==> config.mk <==
export PLATFORM = sky130hd
export DESIGN_NAME = pipe_hazard_sb
export DESIGN_NICKNAME = d
export VERILOG_FILES = /design/src/rtl/pipe_hazard_sb.sv
export SDC_FILE = /design/constraint.sdc
export NUM_CORES = 1
export LEC_CHECK = 0
export CAP_MARGIN = 5
export CORE_MARGIN = 5
export CORE_UTILIZATION = 50
export DETAILED_ROUTE_END_ITERATION = 10
export HOLD_SLACK_MARGIN = 0.1
export PLACE_DENSITY = 0.82
export SYNTH_ARGS = -nofsm -noshare
export SYNTH_HDL_FRONTEND = slang
export SYNTH_SLANG_ARGS = --single-unit
==> constraint.sdc <==
create_clock -name clk -period 8.7 [get_ports clk]
set_input_delay 2.61 -clock clk [delete_from_list [all_inputs] [get_ports clk]]
set_output_delay 2.61 -clock clk [all_outputs]
set_load 0.01 [all_outputs]
==> src/rtl/pipe_hazard_sb.sv <==
// Hazard unit for a 5-stage pipeline: operand forwarding, load-use detection and a
// register scoreboard that tracks results still owed by the multi-cycle (mul/div) unit.
module pipe_hazard_sb #(
   parameter int NREGS    = 32,
   parameter int MC_DEPTH = 4,
   parameter int TIMEOUT  = 64,
   parameter int CNT_W    = 16,
   localparam int AW      = (NREGS > 1) ? $clog2(NREGS) : 1
) (
   input  logic             clk,
   input  logic             rst_n,
   input  logic [AW-1:0]    rs1_d,
   input  logic [AW-1:0]    rs2_d,
   input  logic             mc_op_d,
   input  logic [AW-1:0]    rs1_e,
   input  logic [AW-1:0]    rs2_e,
   input  logic [AW-1:0]    rd_e,
   input  logic             load_e,
   input  logic             pcsrc_e,
   input  logic             mc_start_e,
   input  logic [AW-1:0]    rd_m,
   input  logic [AW-1:0]    rd_w,
   input  logic             regwrite_m,
   input  logic             regwrite_w,
   input  logic             mc_done,
   input  logic [AW-1:0]    mc_rd,
   output logic             stall_f,
   output logic             stall_d,
   output logic             flush_d,
   output logic             flush_e,
   output logic [1:0]       forwarda,
   output logic [1:0]       forwardb,
   output logic             mc_full,
   output logic             timeout_err,
   output logic [CNT_W-1:0] stall_cnt
);

   localparam int CW = $clog2(MC_DEPTH + 1);
   localparam int WW = $clog2(TIMEOUT + 1);
   localparam logic [CW-1:0] DEPTH = CW'(MC_DEPTH);
   localparam logic [WW-1:0] TO    = WW'(TIMEOUT);

   logic [NREGS-1:0] pending_q, pending_d;
   logic [CW-1:0]    outCnt_q, outCnt_d;
   logic [WW-1:0]    wdCnt_q, wdCnt_d;
   logic             timeoutErr_q, timeoutErr_d;
   logic             mcFull_q, mcFull_d;
   logic [CNT_W-1:0] stallCnt_q, stallCnt_d;

   logic isFull, isEmpty, startOk, doneOk;
   logic loadUse, sbHazard, structHazard, anyStall;
   logic release1, release2;

   assign isFull  = (outCnt_q == DEPTH);
   assign isEmpty = (outCnt_q == '0);
   assign doneOk  = mc_done && !isEmpty;
   // A start into a full unit only fits if a result leaves in the same cycle.
   assign startOk = mc_start_e && (!isFull || mc_done);

   always_comb begin
      forwarda = 2'b00;
      forwardb = 2'b00;
      if (rst_n) begin
         if (regwrite_m && (rd_m == rs1_e) && (rs1_e != '0))
            forwarda = 2'b10;
         else if (regwrite_w && (rd_w == rs1_e) && (rs1_e != '0))
            forwarda = 2'b01;
         if (regwrite_m && (rd_m == rs2_e) && (rs2_e != '0))
            forwardb = 2'b10;
         else if (regwrite_w && (rd_w == rs2_e) && (rs2_e != '0))
            forwardb = 2'b01;
      end
   end

   // A returning result releases its register in the cycle it arrives.
   assign release1 = mc_done && (mc_rd == rs1_d);
   assign release2 = mc_done && (mc_rd == rs2_d);

   assign loadUse      = load_e && (rd_e != '0) && ((rd_e == rs1_d) || (rd_e == rs2_d));
   assign sbHazard     = (pending_q[rs1_d] && !release1) || (pending_q[rs2_d] && !release2);
   assign structHazard = mc_op_d && isFull && !mc_done;
   assign anyStall     = loadUse || sbHazard || structHazard;

   always_comb begin
      stall_f = 1'b0;
      stall_d = 1'b0;
      flush_d = 1'b0;
      flush_e = 1'b0;
      if (rst_n) begin
         if (pcsrc_e) begin
            flush_d = 1'b1;
            flush_e = 1'b1;
         end else if (anyStall) begin
            stall_f = 1'b1;
            stall_d = 1'b1;
            flush_e = 1'b1;
         end
      end
   end

   // Clear before set so that a same-register start and return leave the bit set.
   always_comb begin
      pending_d = pending_q;
      if (doneOk)
         pending_d[mc_rd] = 1'b0;
      if (startOk && (rd_e != '0))
         pending_d[rd_e] = 1'b1;
      pending_d[0] = 1'b0;
   end

   always_comb begin
      outCnt_d = outCnt_q;
      case ({startOk, doneOk})
         2'b10:   outCnt_d = outCnt_q + CW'(1);
         2'b01:   outCnt_d = outCnt_q - CW'(1);
         default: outCnt_d = outCnt_q;
      endcase
      mcFull_d = (outCnt_d == DEPTH);
   end

   always_comb begin
      wdCnt_d = wdCnt_q;
      if (mc_done || isEmpty)
         wdCnt_d = '0;
      else if (wdCnt_q != TO)
         wdCnt_d = wdCnt_q + WW'(1);
      timeoutErr_d = timeoutErr_q || (wdCnt_d == TO);
   end

   always_comb begin
      stallCnt_d = stallCnt_q;
      if (stall_d && (stallCnt_q != '1))
         stallCnt_d = stallCnt_q + CNT_W'(1);
   end

   always_ff @(posedge clk or negedge rst_n) begin
      if (!rst_n) begin
         pending_q    <= '0;
         outCnt_q     <= '0;
         wdCnt_q      <= '0;
         timeoutErr_q <= 1'b0;
         mcFull_q     <= 1'b0;
         stallCnt_q   <= '0;
      end else begin
         pending_q    <= pending_d;
         outCnt_q     <= outCnt_d;
         wdCnt_q      <= wdCnt_d;
         timeoutErr_q <= timeoutErr_d;
         mcFull_q     <= mcFull_d;
         stallCnt_q   <= stallCnt_d;
      end
   end

   assign mc_full     = mcFull_q;
   assign timeout_err = timeoutErr_q;
   assign stall_cnt   = stallCnt_q;

endmodule

==> qor.yml <==
cts_tree: "yes"
arrival_ns: 5.45
die_h_um: 98.1
cp-start-kind: "primary input"
clkPwrFrac: 0.246
path_max_fanout: 18
cell_internal_pwr_uw: 652
syn_nets: 444
pwr-share-comb: 0.331
grt_util_all_layers: 0.222
dr.pass1.iters: 5
hold_buffers: 0
drive_gt1_frac: 0.0989
die_area_um2: 9620
synth-main-ff-cell: "dfrtp_1"
post-route-util: 0.634
path_clk_slew_ns: 0.07
netSwitchingPower_uw: 334
slew_headroom: 0.332
synth_top_area_share: 0.381
slew_violations: 0
worstMarginPinSlew_ns: 0.989
hpwlAfterDp_um: 7800
ctsResizeCount: 0
wl_per_cell_um: 18.2
synth.yosys.seq_area_share: 0.381
areaGrowthSynthToFinish_pct: 25.0
grt_start_max_net_pins: 39
initialDrtViolationCount: 246
ant_nets: 0
antenna_cells: 0
htree_levels: 3
power_uw: 986
critPathCaptureType: "output port"
post_cts_buffers: 0
p_seq_frac: 0.423
coreArea_um2: 7650
netlist_top_cells_count: "o21ai_0 (61), dfrtp_1 (59), xnor2_1 (46)"
syn_inst: 390
finalHoldViolations: 0
synthesis.area_um2: 3880
p_leak_nw: 1.89
antenna_found_initial: 0
drt_wl_total_um: 10300
yosysMostFrequentCell: "o21ai_0"
cts_buffers: 9
finalWorstSetupSlack_ns: 0.638
ys_async_sr_fraction: 1.00
status: "completed"
ys_seq_elements: 59
grt-ovfl-total: 0
grt_pass1_wl_um: 17100
yosys-top-cells-area: "dfrtp_1 (38%), xnor2_1 (10%), o21ai_0 (7.9%)"
rsz0062_at_grt: "false"
drv_cap: 0
clk_latency_ns: 0.34
finalSetupViolations: 0
hold_class: "reg2reg"
pwr_density_cell_nw_per_um2: 203
port_buffers: 74
io_pins: 75
finalCritPeriodShare: 0.927
syn_avg_cell_area_um2: 9.94
start_util: 0.507
synth.distinct_cells: 52
synth_edf_count: 0
cts_sinks: 59
tns_ns: 0
ys_warn_count: 0
ir_worst_vdd_mv: 0.109
routabilityCongestion: 0.979
num_rows: 32
synth.largest_area_cell: "dfrtp_1"
cts.path.max_buffers: 2
layout.nets: 514
num_vias: 3318
p_sw_frac: 0.339
chipWidth_um: 98.1
place_ws_ns: 0.658
criticalPathCategory: "in2out"
period_minus_slack_ns: 8.06
grt_pass1_vias: 3400
drt-vias-per-instance: 5.85
drc: 0
fmax_ghz: 0.124
hold_slack_ns: 0.474
crit_required_ns: 6.09
root_buffer: "clkbuf_8"
fin_skew_ns: 0.00947
==> stage by stage <==
stage	instance area (um2)	instances
2_1_floorplan	3880	390
3_3_place_gp	4650	551
3_5_place_dp	4650	551
4_1_cts	4850	567
5_1_grt	4850	567
6_report	4850	567
==> cell type report <==
cell class	count	area, um2
Timing Repair Buffer	80	781
Fill cell	612	2800
Multi-Input combinational cell	300	2230
Inverter	10	37.5
Tap cell	102	128
Clock buffer	9	124
Clock inverter	7	68.8
Sequential cell	59	1480
==> layer usage <==
metal  global-route usage  wire, um  vias to the layer above
met5                    0         0                        -
met4               0.0756       177                        0
met3               0.0536       693                       30
met2                0.384      5240                      161
met1                0.271      4200                     1579
li1                     -         -                     1548
==> power groups by stage <==
stage	Combinational, mW	Clock [mW]	Sequential (mW)
2_1_floorplan	0.216	0	0.402
3_3_place_gp	0.312	0	0.416
3_5_place_dp	0.325	0	0.419
4_1_cts	0.326	0.248	0.415
5_1_grt	0.361	0.258	0.425
6_report	0.326	0.243	0.417
==> critical path: stages <==
cell and delay [ns]:
clkdlybuf4s50_1 0.52, buf_4 0.22, mux4_2 0.50, mux4_2 0.47
o211ai_2 0.21, o211ai_4 0.22, o21a_1 0.23, clkdlybuf4s50_1 0.47
==> registers in the layout, summed over array words and instances (netlist names) <==
register     flops
timeout_err      1
outCnt_q         3
mc_full          1
stall_cnt       16
pending_q       31
wdCnt_q          7
==> cell usage in the layout (no fill, tap or decap), types with 9 or more instances in the layout <==
master / instances
clkdlybuf4s50_1: 73
o21ai_0: 61
dfrtp_1: 59
xnor2_1: 46
nor2_1: 25
nand3_1: 23
nand2_1: 18
xor2_1: 16
nand3b_1: 10
inv_1: 10
mux4_2: 10
clkbuf_8: 9
==> path summary, 6_finish.rpt <==
| kind | startpoint | to | slack, ns | depth (start not counted) |
|---|---|---|---|---|
| worst max-delay path | rs1_d[1] | flush_e | 0.64 | 8 |
| worst min-delay path | timeout_err | timeout_err | 0.47 | 1 |
| worst max register to register | pending_q[9] | stall_cnt[1] | 6.21 | 6 |
| worst min register to register | timeout_err | timeout_err | 0.47 | 1 |
| max in group asynchronous | rst_n | pending_q[24] | 5.55 | 2 |
| min in group asynchronous | rst_n | stall_cnt[14] | 2.26 | 1 |
==> cells by family (layout without fill, tap and decap cells) <==
kind of cell / count (synthesis) / in the layout / share of synthesized area
AO/OA/AOI/OAI: 79 / 79 / 0.116
multiplexers: 26 / 26 / 0.117
XOR/XNOR: 62 / 62 / 0.140
adder cells (fa/ha/maj): 5 / 5 / 0.0181
AND/OR/NAND/NOR: 128 / 128 / 0.184
buffers and inverters: 31 / 106 / 0.0436
flip-flops: 59 / 59 / 0.381
Note: power is estimated with default switching activity, not from simulation.
